==> src/rtl/ysyx_22041211_skid_reg_if.sv <==
// Handshake bundle for ysyx_22041211_skid_reg.
// Carries the upstream channel (in_*) and the downstream channel (out_*).
// Both channels use valid/ready: a beat moves on a rising clk edge where
// valid && ready are both high; valid must not wait on ready, and a source
// holding valid keeps its payload stable until the beat moves.
// dbg_state mirrors the buffer FSM state so checkers can bind to it.
// "master" is the side that produces upstream beats and consumes the output;
// "slave" is the skid register itself.
interface ysyx_22041211_skid_reg_if #(
    parameter int WIDTH = 32
);
    logic             in_valid;
    logic             in_ready;
    logic [WIDTH-1:0] in_data;
    logic             out_valid;
    logic             out_ready;
    logic [WIDTH-1:0] out_data;
    logic [1:0]       dbg_state;

    modport master (
        output in_valid, in_data, out_ready,
        input  in_ready, out_valid, out_data, dbg_state
    );

    modport slave (
        input  in_valid, in_data, out_ready,
        output in_ready, out_valid, out_data, dbg_state
    );
endinterface

==> src/rtl/ysyx_22041211_skid_reg.sv <==
// Two-entry skid register (main + skid) that cuts every combinational path
// between the upstream and downstream handshakes while keeping full throughput.
// out_data comes straight from the main register; in_ready and out_valid are
// flops updated alongside the state.
// Optional feature: define YSYX_22041211_SKID_REG_STALL_CNT_EN to build a
// saturating counter of cycles where out_valid is high and out_ready is low;
// without it stall_cnt is tied to zero and no counter register exists.
module ysyx_22041211_skid_reg #(
    parameter int               WIDTH     = 32,
    parameter logic [WIDTH-1:0] RESET_VAL = '0
) (
    input  logic                       clk,
    input  logic                       rst,
    input  logic                       flush,
    ysyx_22041211_skid_reg_if.slave    bus,
    output logic [31:0]                stall_cnt
);

    typedef enum logic [1:0] {
        EMPTY = 2'd0,
        FULL  = 2'd1,
        SKID  = 2'd2
    } state_t;

    state_t           state;
    logic [WIDTH-1:0] main_q;
    logic [WIDTH-1:0] skid_q;
    logic             in_ready_q;
    logic             out_valid_q;
    logic             up_xfer;
    logic             dn_xfer;

    assign up_xfer = bus.in_valid && in_ready_q;
    assign dn_xfer = out_valid_q && bus.out_ready;

    // Buffer FSM: flush beats any transfer; SKID never accepts while it drains.
    always_ff @(posedge clk or posedge rst) begin
        if (rst) begin
            state       <= EMPTY;
            main_q      <= RESET_VAL;
            skid_q      <= RESET_VAL;
            in_ready_q  <= 1'b1;
            out_valid_q <= 1'b0;
        end else if (flush) begin
            state       <= EMPTY;
            in_ready_q  <= 1'b1;
            out_valid_q <= 1'b0;
        end else begin
            case (state)
                EMPTY: begin
                    if (up_xfer) begin
                        main_q      <= bus.in_data;
                        state       <= FULL;
                        out_valid_q <= 1'b1;
                    end
                end
                FULL: begin
                    if (up_xfer && dn_xfer) begin
                        main_q <= bus.in_data;
                    end else if (up_xfer) begin
                        skid_q     <= bus.in_data;
                        state      <= SKID;
                        in_ready_q <= 1'b0;
                    end else if (dn_xfer) begin
                        state       <= EMPTY;
                        out_valid_q <= 1'b0;
                    end
                end
                SKID: begin
                    if (dn_xfer) begin
                        main_q     <= skid_q;
                        state      <= FULL;
                        in_ready_q <= 1'b1;
                    end
                end
                default: begin
                    state       <= EMPTY;
                    in_ready_q  <= 1'b1;
                    out_valid_q <= 1'b0;
                end
            endcase
        end
    end

    assign bus.in_ready  = in_ready_q;
    assign bus.out_valid = out_valid_q;
    assign bus.out_data  = main_q;
    assign bus.dbg_state = state;

`ifdef YSYX_22041211_SKID_REG_STALL_CNT_EN
    logic [31:0] stall_q;

    // Count stalled output cycles, saturating; flush leaves the count alone.
    always_ff @(posedge clk or posedge rst) begin
        if (rst) begin
            stall_q <= 32'd0;
        end else if (out_valid_q && !bus.out_ready && stall_q != 32'hFFFF_FFFF) begin
            stall_q <= stall_q + 32'd1;
        end
    end

    assign stall_cnt = stall_q;
`else
    assign stall_cnt = 32'd0;
`endif

endmodule

==> src/flat_wrapper.sv <==
// flat-port wrapper written by rule: the top's interface ports become plain ports
module ysyx_22041211_skid_reg_flat 
#(
    parameter int               WIDTH     = 32,
    parameter logic [WIDTH-1:0] RESET_VAL = '0
)
  (clk, rst, flush, stall_cnt, bus_in_valid, bus_in_data, bus_out_ready, bus_in_ready, bus_out_valid, bus_out_data, bus_dbg_state);
  ysyx_22041211_skid_reg_if #(.WIDTH(WIDTH)) bus_i ();
  input  logic clk;
  input  logic rst;
  input  logic flush;
  output logic [31:0] stall_cnt;
  input wire logic [$bits(bus_i.in_valid)-1:0] bus_in_valid;
  input wire logic [$bits(bus_i.in_data)-1:0] bus_in_data;
  input wire logic [$bits(bus_i.out_ready)-1:0] bus_out_ready;
  output wire logic [$bits(bus_i.in_ready)-1:0] bus_in_ready;
  output wire logic [$bits(bus_i.out_valid)-1:0] bus_out_valid;
  output wire logic [$bits(bus_i.out_data)-1:0] bus_out_data;
  output wire logic [$bits(bus_i.dbg_state)-1:0] bus_dbg_state;
  assign bus_i.in_valid = bus_in_valid;
  assign bus_i.in_data = bus_in_data;
  assign bus_i.out_ready = bus_out_ready;
  assign bus_in_ready = bus_i.in_ready;
  assign bus_out_valid = bus_i.out_valid;
  assign bus_out_data = bus_i.out_data;
  assign bus_dbg_state = bus_i.dbg_state;
  ysyx_22041211_skid_reg #(.WIDTH(WIDTH), .RESET_VAL(RESET_VAL)) u_core (.clk(clk), .rst(rst), .flush(flush), .bus(bus_i), .stall_cnt(stall_cnt));
endmodule
==> config.mk <==
export PLATFORM = sky130hd
export DESIGN_NAME = ysyx_22041211_skid_reg_flat
export DESIGN_NICKNAME = d
export VERILOG_FILES = /design/src/rtl/ysyx_22041211_skid_reg_if.sv /design/src/rtl/ysyx_22041211_skid_reg.sv /design/src/flat_wrapper.sv
export SDC_FILE = /design/constraint.sdc
export NUM_CORES = 1
export LEC_CHECK = 0
export CORE_MARGIN = 2
export CORE_UTILIZATION = 50
export CTS_CLUSTER_SIZE = 24
export DETAILED_ROUTE_END_ITERATION = 6
export GPL_TIMING_DRIVEN = 0
export PLACE_DENSITY = 0.94
export SLEW_MARGIN = 0
export SYNTH_ARGS = -nofsm -noshare
export SYNTH_HDL_FRONTEND = slang
export SYNTH_SLANG_ARGS = --single-unit
==> constraint.sdc <==
create_clock -name clk -period 3.6 [get_ports clk]
set_input_delay 0.36 -clock clk [delete_from_list [all_inputs] [get_ports clk]]
set_output_delay 0.36 -clock clk [all_outputs]
set_load 0.02 [all_outputs]
### After elaboration in Yosys (flattened, before gate mapping)

Index checks and enable logic that the tools add are counted.
W data, S select, Z words.

| word-level totals | value |
|---|---|
| bits in registers | 68 |
| input port bits | 37 |
| output and inout bits | 68 |
| word-level logic and storage cells | 53 |

| operators by class | value |
|---|---|
| eq/ne operators | 14 |
| multiplexer cells | 22 |
| bitwise operators | 2 |
| reduce and logical (&&, ||, !) cells | 10 |

Operators with widths:

| operator | number |
|---|---|
| $mux W32 | 3 |
| $pmux W32 S3 | 1 |
| $mux W2 | 6 |
| $ne A3 B2 Y1 const B | 4 |
| $reduce_and A4 Y1 | 3 |
| $reduce_and A5 Y1 | 2 |
| $mux W1 | 9 |
| $ne A2 B1 Y1 const B | 3 |
| $ne A3 B3 Y1 const B | 2 |
| $pmux W1 S3 | 2 |
| $pmux W2 S3 | 1 |
| $ne A2 B2 Y1 const B | 2 |
| $ne A4 B2 Y1 const B | 1 |
| $logic_and A1 B1 Y1 | 3 |
| $reduce_bool A3 Y1 | 1 |
| $eq A2 B1 Y1 const B | 1 |
| $eq A2 B2 Y1 const B | 1 |
| $logic_not A2 Y1 | 1 |
| $not A1 Y1 | 2 |

### Logic depth before layout (Yosys ltp)

Gate-level depths: netlist (run 1).

| logic depth | value |
|---|---|
| depth after elaboration | 6 |
| depth in mapped cells | 5 |
| gate-level depth less buffers | 3 |

### Worst setup path after synthesis (run 1)

No wires, ideal clock.

| timing path | value |
|---|---|
| path type | register to register |
| start | reg u_core.in_ready_q, in the netlist u_core.bus.in_ready |
| end | reg u_core.skid_q[0] |
| setup time | 125 ps |
| arrival | 1485 ps |
| required time | 3475 ps |
| slack | 1990 ps |
| cell stages (with the launch flop) | 6 |
| path buffers | 2 |
| clock period less this slack | 1610 ps |
| cell sequence | dfstp_2 and3b_1 buf_4 nand3_4 buf_6 mux2_4 |

| between the ends | value |
|---|---|
| longest elaborated chain between the ends | 4 |

RTL lines:

| item | line | RTL |
|---|---|---|
| from (decl) | ysyx_22041211_skid_reg.sv:28 | `logic in_ready_q;` |
| from (signal assigned) | ysyx_22041211_skid_reg.sv:42 | `in_ready_q <= 1'b1;` |
| from (signal assigned) | ysyx_22041211_skid_reg.sv:46 | `in_ready_q <= 1'b1;` |
| from (signal assigned) | ysyx_22041211_skid_reg.sv:63 | `in_ready_q <= 1'b0;` |
| $logic_and A1 B1 Y1 (*) | ysyx_22041211_skid_reg.sv:33 | `assign up_xfer = bus.in_valid && in_ready_q;` |
| $logic_and A1 B1 Y1 | ysyx_22041211_skid_reg.sv:58 | `if (up_xfer && dn_xfer) begin` |
| $not A1 Y1 (no source line) | -- |  |
| $reduce_and A4 Y1 (no source line) (*) | -- |  |
| to (signal assigned) | ysyx_22041211_skid_reg.sv:61 | `skid_q <= bus.in_data;` |
| to (decl) | ysyx_22041211_skid_reg.sv:27 | `logic [WIDTH-1:0] skid_q;` |

Mark *: on every way between the ends. The rest lies on a longest branch, timed or not.
A chain may end at the register's enable or synchronous reset.

### Worst setup path in the final report (run 1)

| timing path | value |
|---|---|
| start | reg u_core.in_ready_q, in the netlist u_core.bus.in_ready |
| end | out bus_in_ready |

RTL lines:

| item | line | RTL |
|---|---|---|
| to (decl) | flat_wrapper.sv:16 | `output wire logic [$bits(bus_i.in_ready)-1:0] bus_in_ready;` |

No word-level cell between the ends.

==> flow_results.org, run 1 <==
** CTS
- In this run the deepest clock path goes through 2 buffers.
- After clock tree synthesis, the clock-pin slew on the worst setup and hold paths is 0.08 ns.
- H-tree level count :: 3
- Once the clock tree was built, the setup fixing pass inserted 0 buffers.
- Clock tree from TritonCTS :: done
- Gates resized during post-CTS repair numbered 0.
- In this run, post-CTS hold repair placed 0 buffers.
- Buffers inserted during clock tree synthesis total 9.
- The clock drives 68 sinks.
- Clock latency on the worst-skew pair :: 0.35 ns
- The tree is rooted in a clkbuf_8.

** Layout
- NumNets Final :: 473
- Counting the fill cells in the layout gives 538.
- Area Growth Syn to Fin :: 33.4%
- The number of antenna diodes in the final layout is 0.
- The finished cells cover 0.00494 mm^2.
- Fraction of final layout cells with drive strength greater than 1 :: 24.0%

** Pwr
- In this run the power density over the cells is 761 mW/mm^2.
- Leakage :: 2.36 nW
- Worst supply voltage drop on vdd :: 0.367 mV

** STA
- Fin worst setup slack :: 1.64 ns
- Highest clock rate :: 511 MHz
- After layout, the worst path uses 54.4% of the clock period.
- The worst path in the final design needs a cycle of 1.96 ns, including I/O delays and setup.
- Worst slew pin tran :: 0.718 ns
- Slew HR :: 52.0%
- Worst hold slack across all endpoints :: 0.440 ns
- Setup violations remaining at the end of the flow were counted as 0.
- After routing, the total negative slack on setup checks comes to 0 ns.
- The count of endpoints failing hold in the final timing report was 0.
- Between clock sinks in the finished design, the worst skew comes to 0.00960 ns.
- Final Max Slew Viols :: 0
- RSZ-0062 raised after global routing :: false

** Setup path
- Required @ worst endpoint :: 3.24 ns
- CP max-delay cell :: clkdlybuf4s50_1
- STA puts the critical path data arrival time at 1.60 ns.
- Worst path cell trace :: clkdlybuf4s50_1
- The worst setup path is captured at an output pin.
- Cell family with the largest share of critical-path delay :: buffers and inverters
- Together, buffers and inverters on the worst path number 1.
- Critical Path Source Type :: register
- Crit path kind :: register to output pin
- Maximum fanout along the worst path :: 8
- For this run, the slowest stage of the critical path takes 0.64 ns.

** Global routing
- GRT Resource Usage Total :: 23.3%
- First-pass GRT wire length :: 15000 um
- Number of global-route vias before repair :: 3139
- The initial antenna violation count is 0.
- Entering global routing, the biggest net connects 36 pins.
- Summed over all layers, the global routing overflow is 0.

** Floorplanning
- During I/O placement, the number of pins put on the boundary was 105.
- The die is 90.1 um wide.
- Area of the placeable core :: 0.00721 mm^2
- Vertical die dimension :: 90.1 um
- Row generation in the floorplan step produced 31 rows.
- Starting utilization of the core area :: 51.4%
- DIE AREA :: 0.00812 mm^2

** Logic synthesis
- Leading cell types by count after synthesis :: 67 x dfrtp_1, 35 x and3b_1, 34 x a21oi_1
- Main flop type after synthesis :: dfrtp_1
- Sequential element share of the synthesized area :: 45.9%
- The cell count after synthesis came out at 321.
- By area the synthesized netlist is led by dfrtp_1 45%, mux2_4 12%, and3b_1 8.3%.
- Synthesized area :: 0.00371 mm^2
- Count of flip-flops with a built-in enable after synthesis :: 0
- Each instance of the synthesized netlist takes up on average 11.5 um^2.
- The synthesized design contains 68 register bits.
- In the post-synthesis netlist, the cell with the most instances is dfrtp_1.
- Synth unique cells :: 30
- Of all flip-flops after synthesis, the portion carrying an async set or reset was 100%.
- Yosys warnings :: 0
- In this run the biggest area consumer among cell types represents 45.2% of the synthesized area.
- Synth area leader :: dfrtp_1

** Place
- In this run the tool buffered the top-level ports with 72 buffer cells.
- Worst slack after detailed placement :: 1.44 ns
- Placed standard-cell area :: 0.00469 mm^2
- Detailed placer's ending HPWL :: 6420 um
- Routability-driven placement finished with a final weighted congestion of 0.843.

** Status
- The run finished with clean final reports.

** Routing
- The first routing iteration left 226 violations.
- Across all layers, the routed design uses 2899 vias.
- Number of antenna-violating nets in the routed design :: 0
- For this run, design rule violations remaining after detail routing come to 0.
- Dividing the detail-routed via count by the number of cells gives 5.37.
- TritonRoute pass-1 iters :: 4
- After detailed routing, the total wire length is 9160 um.
- After detailed routing, the average wire length per cell comes to 17.0 um.

** Job
- Number of maximum-capacitance violations :: 0

** Worst hold path
- In this run the worst hold path is classified as primary input to asynchronous set/reset pin.
placed cells by master (no fill, tap or decap), types with 3 or more instances in the layout:
| master | synthesis | final |
|---|---|---|
| clkdlybuf4s50_1 | 0 | 72 |
| dfrtp_1 | 67 | 67 |
| and3b_1 | 35 | 35 |
| a21oi_1 | 34 | 34 |
| buf_4 | 33 | 33 |
| a211oi_1 | 32 | 32 |
| a22oi_1 | 32 | 32 |
| conb_1 | 1 | 32 |
| mux2_4 | 30 | 30 |
| buf_2 | 14 | 14 |
| clkbuf_1 | 14 | 14 |
| clkbuf_8 | 0 | 11 |
| buf_6 | 3 | 3 |
| nand2_1 | 3 | 3 |
| mux2_2 | 3 | 3 |
| a21o_1 | 3 | 3 |
| bufinv_16 | 0 | 3 |
cell families (layout without fill, tap and decap cells):
logic type	Yosys count	count (layout)	share of synthesized area (%)
AND/OR/NAND/NOR	45	45	10.2
flip-flops	68	68	45.9
buffers and inverters	67	156	11.2
multiplexers	33	33	13.1
AO/OA/AOI/OAI	107	107	19.4
other	1	32	0.101
sequential cells by signal, indices dropped and copies added (netlist names):
| name | cells |
|---|---|
| u_core.bus.out_data | 32 |
| u_core.skid_q | 32 |
| u_core.bus.dbg_state | 2 |
| u_core.bus.in_ready | 1 |
| u_core.bus.out_valid | 1 |
where the power goes:
group          switching, mW  total (mW)  internal, mW
Sequential             0.227        1.36          1.13
Clock                  0.313       0.814         0.501
Combinational          0.740        1.59         0.848
through the flow:
stage                     power, mW  util, %  std cells
after floorplan                2.30        -        352
after global placement         2.86     64.7        523
after detailed placement       2.94     65.0        524
after CTS                      3.76     68.5        540
after global routing           3.95     68.5        540
final                          3.76     68.5        540
routing by layer:
| metal | global-route usage (%) | vias up | wire [um] |
|---|---|---|---|
| met5 | 0 | - | 0 |
| met3 | 5.36 | 18 | 512 |
| met4 | 9.74 | 0 | 199 |
| met1 | 28.9 | 1403 | 3920 |
| met2 | 39.4 | 117 | 4530 |
| li1 | - | 1361 | - |
area by class of cell:
type | instances | area, um^2 | share of cell area (%)
Clock inverter | 5 | 106 | 2.15
Buffer | 65 | 409 | 8.27
Clock buffer | 11 | 151 | 3.06
Tap cell | 99 | 124 | 2.51
Timing Repair Buffer | 73 | 741 | 15.0
Sequential cell | 68 | 1700 | 34.4
Inverter | 2 | 7.51 | 0.152
Multi-Input combinational cell | 217 | 1700 | 34.4
worst paths after layout:
path                                      from                      end  slack [ns]  depth (start not counted)
max reg2reg                u_core.bus.in_ready  u_core.bus.out_data[17]        1.72                          4
max in group asynchronous                  rst      u_core.bus.in_ready        2.46                          3
min                                        rst        u_core.skid_q[22]        0.44                          2
max                        u_core.bus.in_ready             bus_in_ready        1.64                          1
min reg2reg                  u_core.skid_q[25]        u_core.skid_q[25]        0.50                          1
min in group clk             u_core.skid_q[25]        u_core.skid_q[25]        0.50                          1
(Power assumes the default switching activity.)
==> run 2: changes to the inputs <==
--- a/config.mk
+++ b/config.mk
@@ -6,11 +6,11 @@
 export NUM_CORES = 1
 export LEC_CHECK = 0
 export CORE_MARGIN = 2
-export CORE_UTILIZATION = 50
+export CORE_UTILIZATION = 44
 export CTS_CLUSTER_SIZE = 24
 export DETAILED_ROUTE_END_ITERATION = 6
 export GPL_TIMING_DRIVEN = 0
-export PLACE_DENSITY = 0.94
+export PLACE_DENSITY = 0.89
 export SLEW_MARGIN = 0
 export SYNTH_ARGS = -nofsm -noshare
 export SYNTH_HDL_FRONTEND = slang
==> constraint.sdc (replaced) <==
create_clock -name clk -period 1.7 [get_ports clk]
set_input_delay 0.17 -clock clk [delete_from_list [all_inputs] [get_ports clk]]
set_output_delay 0.17 -clock clk [all_outputs]
set_load 0.02 [all_outputs]
==> run 2 against run 1 <==
Die area rose by 13%. Clock skew fell by 0.0012 ns. Cell area did not move. Highest routed layer unchanged. Sequential power rose by 110%. Core utilization fell by 8.1 points. Wire length fell by 2.5%. Final cell count rose by 1.5%. Sequential share of layout area barely moved. Global-route usage fell by 3.1 points. First-iteration DRC count fell by 22%. Combinational power rose by 110%.
==> flow_results.org, run 2 (synthesis results as in run 1) <==
** Place
- Summing all placed instances gives a cell area of 0.00470 mm^2.
- Buffers placed on the I/O ports in this run total 72.
- Detailed placer's ending HPWL :: 6260 um
- Prior to clock tree synthesis, the placed netlist has a worst setup slack of -0.318 ns.
- Routability cong. :: 0.820

** Setup path
- Tracing the worst setup path back leads to its startpoint at u_core.bus.in_ready.
- Maximum fanout along the worst path :: 10
- STA classifies the critical path endpoint as a register.
- Critical Path Source Type :: register
- Crit path kind :: register to register
- For the worst setup path, the data required time is 1.93 ns.
- Reg-to-Reg Start :: u_core.bus.in_ready
- Worst path cell trace :: and3b_1 -> buf_4 -> nand3_4 -> buf_6 -> mux2_4
- Data arrives at the worst endpoint at 1.89 ns.
- Buffer and inverter count on the worst path :: 2
- CP max-delay cell :: dfstp_2
- Cell family with the largest share of critical-path delay :: flip-flops
- For this run, the slowest stage of the critical path takes 0.58 ns.

** Status
- Status :: complete, no violations

** Job
- Number of maximum-capacitance violations :: 0

** Layout
- The finished cells cover 0.00494 mm^2.
- Register Area :: 0.00170 mm^2
- The multi-input combinational cells in the finished layout cover a total of 0.00170 mm^2.
- Fillers :: 648
- The post-route netlist has 25.7% of its cells at a drive strength greater than 1.
- Area Growth Syn to Fin :: 33.4%
- Number of antenna diodes :: 0
- Commonest non-fill, non-tap cell in the layout :: clkdlybuf4s50_1
- Final standard cell utilization of the core :: 60.5%
- NumNets Final :: 475
- Leaving out fill and tap cells, the most frequent cells in the layout are 71 x clkdlybuf4s50_1, 66 x dfrtp_1, 35 x and3b_1, 35 x buf_4, 34 x a21oi_1.

** Routing
- For this run, design rule violations remaining after detail routing come to 0.
- The detailed router placed 2862 vias in this run.
- The detail route stage leaves a number of antenna-violating nets equal to 0.
- The final layout contains routed wiring with a total length of 8930 um.
- Starting DRT DRC Count :: 176
- TritonRoute pass-1 iters :: 4
- Routed wirelength normalized by instance count :: 16.3 um
- Average vias per placed instance :: 5.22

** STA
- Worst slew pin tran :: 0.640 ns
- Count of final hold-check violations :: 0
- Accumulated negative setup slack :: 0 ns
- Highest clock rate :: 602 MHz
- Measured against its own limit, the worst slew margin works out to 57.2%.
- Fin worst setup slack :: 0.0388 ns
- Final Critical Period :: 1.66 ns
- Setup violations remaining at the end of the flow were counted as 0.
- RSZ-0062 raised after global routing :: true
- Max Clock Skew :: 0.00842 ns
- The final critical path takes up 97.7% of the cycle.
- Final Max Slew Viols :: 0

** Pwr
- In this run the static leakage power is 2.36 nW.
- Overall power after layout :: 7.73 mW
- Worst supply voltage drop on vdd :: 0.756 mV
- Dividing total power by cell area gives a power density of 1560 mW/mm^2.

** Floorplanning
- DIE AREA :: 0.00917 mm^2
- The die is 95.8 um tall.
- Die Span X :: 95.8 um
- Once the floorplan was initialized, standard cells occupied 45.3% of the core.
- Cell row count :: 33
- In this run the standard cell core region covers 0.00818 mm^2.
- Top-Level Pins :: 105

** CTS
- Clock latency on the worst-skew pair :: 0.35 ns
- Clock tree synthesis inserted a total of 9 buffers.
- Maximum root-to-sink buffer count :: 2
- Post-cts hold buffer count :: 0
- Clock tree synthesis found a total of 68 sinks.
- TritonCTS built the clock tree.
- Root Driver :: clkbuf_8
- In this run the number of H-tree levels came out at 3.
- Clock-pin slew was measured on the worst setup and hold paths at 0.08 ns.

** Global routing
- First-pass GRT wire length :: 14200 um
- Total congestion overflow :: 0
- Number of global-route vias before repair :: 2853
- Entering global routing, the biggest net connects 41 pins.
- The initial antenna violation count is 0.
- In the global route stage, overall resource usage came out at 20.2%.

** Worst hold path
- The min-delay analysis places its worst path in the category primary input to asynchronous set/reset pin.
-- run 2: cell types whose count changed in the layout (fill, tap and decap cells not counted), moves of 2 or more --
cell	before	now
buf_2	14	16
buf_4	33	35
clkbuf_1	14	9
clkbuf_2	1	3
clkbuf_8	11	9
-- run 2: layout make-up --
class                           instances  share of cell area (%)
Timing Repair Buffer                   75                    15.3
Clock inverter                          7                    2.00
Sequential cell                        68                    34.5
Multi-Input combinational cell        217                    34.4
Clock buffer                            9                    2.51
Tap cell                              105                    2.66
Buffer                                 65                    8.45
Inverter                                2                   0.228
-- run 2: final timing paths --
path | depth (start not counted) | slack, ns | end
hold reg to reg | 1 | 0.51 | u_core.skid_q[12]
hold / removal | 2 | 0.26 | u_core.bus.out_data[23]
setup / recovery | 5 | 0.04 | u_core.skid_q[29]
setup reg to reg | 5 | 0.04 | u_core.skid_q[29]
max in group asynchronous | 3 | 0.79 | u_core.bus.in_ready
min in group clk | 2 | 0.47 | u_core.skid_q[19]
-- run 2: timing repair --
item,4_1_cts,5_1_grt
gates resized for setup,4,9
pin swaps,1,1
setup endpoints to repair,15,49
hold endpoints to repair,0,0
setup buffers,1,1
-- run 2: stage by stage --
stage,cells,hold WS [ns]
6_report,548,0.255
5_1_grt,548,0.303
4_1_cts,547,0.270
3_5_place_dp,530,0.488
3_3_place_gp,529,0.480
2_1_floorplan,352,0.319
-- run 2: routing by layer --
layer | vias up | share of wire [%] | global-route usage (%)
li1 | 1360 | - | -
met1 | 1410 | 44 | 26.9
met2 | 84 | 50 | 32.9
met3 | 8 | 5.0 | 4.86
met4 | 0 | 1.0 | 6.43
met5 | - | 0 | 0
-- run 2: where the power goes --
group          switching [mW]  total [mW]  internal [mW]
clock network           0.671        1.51          0.836
logic                    1.55        3.37           1.82
registers               0.453        2.85           2.40
total                    2.68        7.73           5.05
==> run 3: changes to the inputs <==
--- a/config.mk
+++ b/config.mk
@@ -5,12 +5,14 @@
 export SDC_FILE = /design/constraint.sdc
 export NUM_CORES = 1
 export LEC_CHECK = 0
+export CELL_PAD_IN_SITES_DETAIL_PLACEMENT = 1
+export CELL_PAD_IN_SITES_GLOBAL_PLACEMENT = 1
 export CORE_MARGIN = 2
-export CORE_UTILIZATION = 44
+export CORE_UTILIZATION = 34
 export CTS_CLUSTER_SIZE = 24
 export DETAILED_ROUTE_END_ITERATION = 6
 export GPL_TIMING_DRIVEN = 0
-export PLACE_DENSITY = 0.89
+export PLACE_DENSITY = 0.88
 export SLEW_MARGIN = 0
 export SYNTH_ARGS = -nofsm -noshare
 export SYNTH_HDL_FRONTEND = slang
==> run 3 against run 2 <==
Final cell count grew 7.1%. Power grew 2.1%. Global-route usage shrank 2.8 points. Fmax shrank 1.1%. First-iteration DRC count shrank 34%. Combinational power grew 3%. Sequential power is essentially flat. Worst hold slack gained 0.076 ns. Non-clock buffer count grew 4. Critical endpoint is now u_core.skid_q[11].
==> flow_results.org, run 3 (synthesis results as in run 1) <==
** Setup path
- Buffer and inverter count on the worst path :: 2
- FF-to-FF End :: u_core.skid_q[11]
- The kind of cell with the highest combined delay along the critical path is flip-flops.
- The critical path runs through a total of 5 cells.
- Arrival time of the worst setup path :: 1.92 ns
- Reg-to-Reg Start :: u_core.bus.in_ready
- Worst path cell trace :: and3b_1 -> buf_6 -> nand3_4 -> clkbuf_16 -> mux2_4
- STA classifies the critical path endpoint as a register.
- The worst register-to-register path has a depth of 5.
- Critical Path Source Type :: register
- Of all nets on the critical path, the largest fanout is 7.
- In this design, the stage delay of the slowest critical-path cell is 0.60 ns.
- For the worst setup path, the data required time is 1.94 ns.
- For flop-to-flop paths, the worst setup slack is 0.02 ns.
- The worst setup path is of the register to register kind.
- On the critical path, the stage with the largest delay is an instance of dfstp_2.

** CTS
- H-tree level count :: 3
- TritonCTS built the clock tree.
- Clock-pin slew on the worst setup and hold paths :: 0.07 ns
- Number of clock buffers inserted by TritonCTS :: 9
- Buffers inserted to repair hold after CTS numbered 0.
- In this run the deepest clock path goes through 2 buffers.
- For the worst-skew pair, the clock arrives at the later sink with an insertion delay of 0.36 ns.
- Clock tree sinks :: 68
- Root Driver :: clkbuf_8

** Place
- Routability cong. :: 0.801
- The wire-length estimate of the detail-placed layout is 7100 um.
- Port buffering added 72 buffers.
- After detailed placement, the total cell area comes to 0.00474 mm^2.

** Routing
- Wire length on met2 :: 5110 um
- In this run the remaining antenna-violating nets after routing total 0.
- Wire length on met1 :: 4410 um
- Routed wirelength normalized by instance count :: 17.4 um
- Starting DRT DRC Count :: 116
- Total vias in the final route :: 2938
- In the routed layout, each cell is associated on average with a via count of 5.01.
- For this run, design rule violations remaining after detail routing come to 0.
- Final wirelength :: 10200 um
- For this run, the detailed router's first-pass iteration total came to 4.
- Detailed routing placed a total of 587 um of wire on met3.
- Signal routing reaches up to met4.

** Layout
- Fillers :: 1202
- Area occupied by multi-input gates :: 0.00172 mm^2
- At the end of the flow, the number of nets in the layout was 479.
- The top cell types in the final layout, fill and taps aside, are 70 x clkdlybuf4s50_1, 67 x dfrtp_1, 42 x buf_4.
- Leaving out fill and tap cells, the most frequent cell in the layout is clkdlybuf4s50_1.
- Area Growth Syn to Fin :: 37.8%
- The number of antenna diodes in the final layout is 0.
- Final standard cell area without fillers :: 0.00511 mm^2
- Cells with a size suffix above 1 make up 27.1% of the layout.
- Register Area :: 0.00170 mm^2

** Status
- The flow ran to the end, and the final reports show no timing, DRC or antenna violations.

** Floorplanning
- Area of the placeable core :: 0.0107 mm^2
- Die Span X :: 108 um
- Vertical die dimension :: 108 um
- Starting utilization of the core area :: 34.5%
- Top-Level Pins :: 105
- The floorplan has 38 rows.
- The die covers 0.0118 mm^2.

** STA
- Worst hold slack across all endpoints :: 0.331 ns
- Setup violations remaining at the end of the flow were counted as 0.
- The count of endpoints failing hold in the final timing report was 0.
- The max-slew violation count was 0.
- Share of the clock period used by the worst path after layout :: 98.8%
- On the final layout, the worst clock skew is 0.00825 ns.
- Slew HR :: 43.0%
- At the pin with the least slew margin, the transition time is 0.854 ns.
- RSZ-0062 raised after global routing :: true
- Highest clock rate :: 596 MHz
- The worst path in the final design needs a cycle of 1.68 ns, including I/O delays and setup.

** Pwr
- Switching power :: 2.72 mW
- Switching part of the total power :: 34.5%
- VDD sags by at most 0.515 mV.
- Combinational logic is responsible for 44.0% of the overall power.
- In this run the power density over the cells is 1550 mW/mm^2.
- Internal power :: 5.17 mW
- Leakage :: 2.43 nW
- Sequential cells account for 36.1% of the total power.
- Clock group share of total power :: 19.9%
- Overall power after layout :: 7.90 mW

** Global routing
- Global routing finished with a remaining overflow of 0.
- The number of global-route vias before repair came to 3032.
- The initial antenna violation count came to 0.
- Largest net degree at the start of global routing :: 38
- First-pass GRT wire length :: 15700 um
- GRT Resource Usage Total :: 17.4%

** Job
- The tool flagged a number of max-cap violations equal to 0.

** Worst hold path
- Worst hold path class :: primary input to asynchronous set/reset pin
run 3: metrics by stage:
step | TNS (ns) | std cells | util [%] | setup WS (ns)
6_report | 0 | 587 | 47.5 | 0.0208
5_1_grt | -0.332 | 587 | 47.5 | -0.0467
4_1_cts | 0 | 582 | 46.5 | 0.00628
3_5_place_dp | -12.98 | 565 | 44.1 | -0.435
3_3_place_gp | -15.62 | 564 | 43.9 | -0.330
2_1_floorplan | 0 | 352 | - | 0.0900
run 3: layer usage:
| layer | vias to the layer above | GRT usage (%) |
|---|---|---|
| li1 | 1366 | - |
| met1 | 1481 | 21.6 |
| met2 | 77 | 28.6 |
| met3 | 14 | 5.73 |
| met5 | - | 0 |
| met4 | 0 | 5.68 |
run 3: how the worst max path moves through the flow:
| stage | startpoint | endpoint | slack, ns |
|---|---|---|---|
| floorplan | u_core.bus.in_ready | u_core.skid_q[0] | 0.09 |
| detailed placement | bus_out_ready | u_core.bus.out_data[17] | -0.43 |
| global route | u_core.bus.dbg_state[0] | u_core.bus.out_data[4] | -0.05 |
| finish | u_core.bus.in_ready | u_core.skid_q[11] | 0.02 |
| global placement | bus_out_ready | u_core.bus.out_data[15] | -0.33 |
| CTS | u_core.bus.in_ready | u_core.skid_q[4] | 0.006 |
run 3: what timing repair did:
action | CTS | global route
setup endpoints to repair | 24 | 62
setup buffers | 1 | 5
resized for setup | 7 | 21
pin swaps | 1 | 1
cloned | 0 | 1
run 3: power groups by stage:
| stage | registers [mW] | clock network [mW] | logic (mW) |
|---|---|---|---|
| after detailed placement | 2.87 | 0 | 3.38 |
| after global routing | 2.94 | 1.67 | 3.72 |
| after global placement | 2.82 | 0 | 3.29 |
| final | 2.85 | 1.57 | 3.48 |
| after CTS | 2.85 | 1.59 | 3.42 |
| after floorplan | 3.26 | 0 | 1.61 |
run 3: layout make-up:
class | count | share of cell area [%]
Buffer | 64 | 8.84
Tap cell | 140 | 3.43
Clock buffer | 11 | 2.96
Sequential cell | 68 | 33.3
Inverter | 2 | 0.220
Timing Repair Buffer | 80 | 15.9
Multi-Input combinational cell | 217 | 33.7
Clock inverter | 5 | 1.64
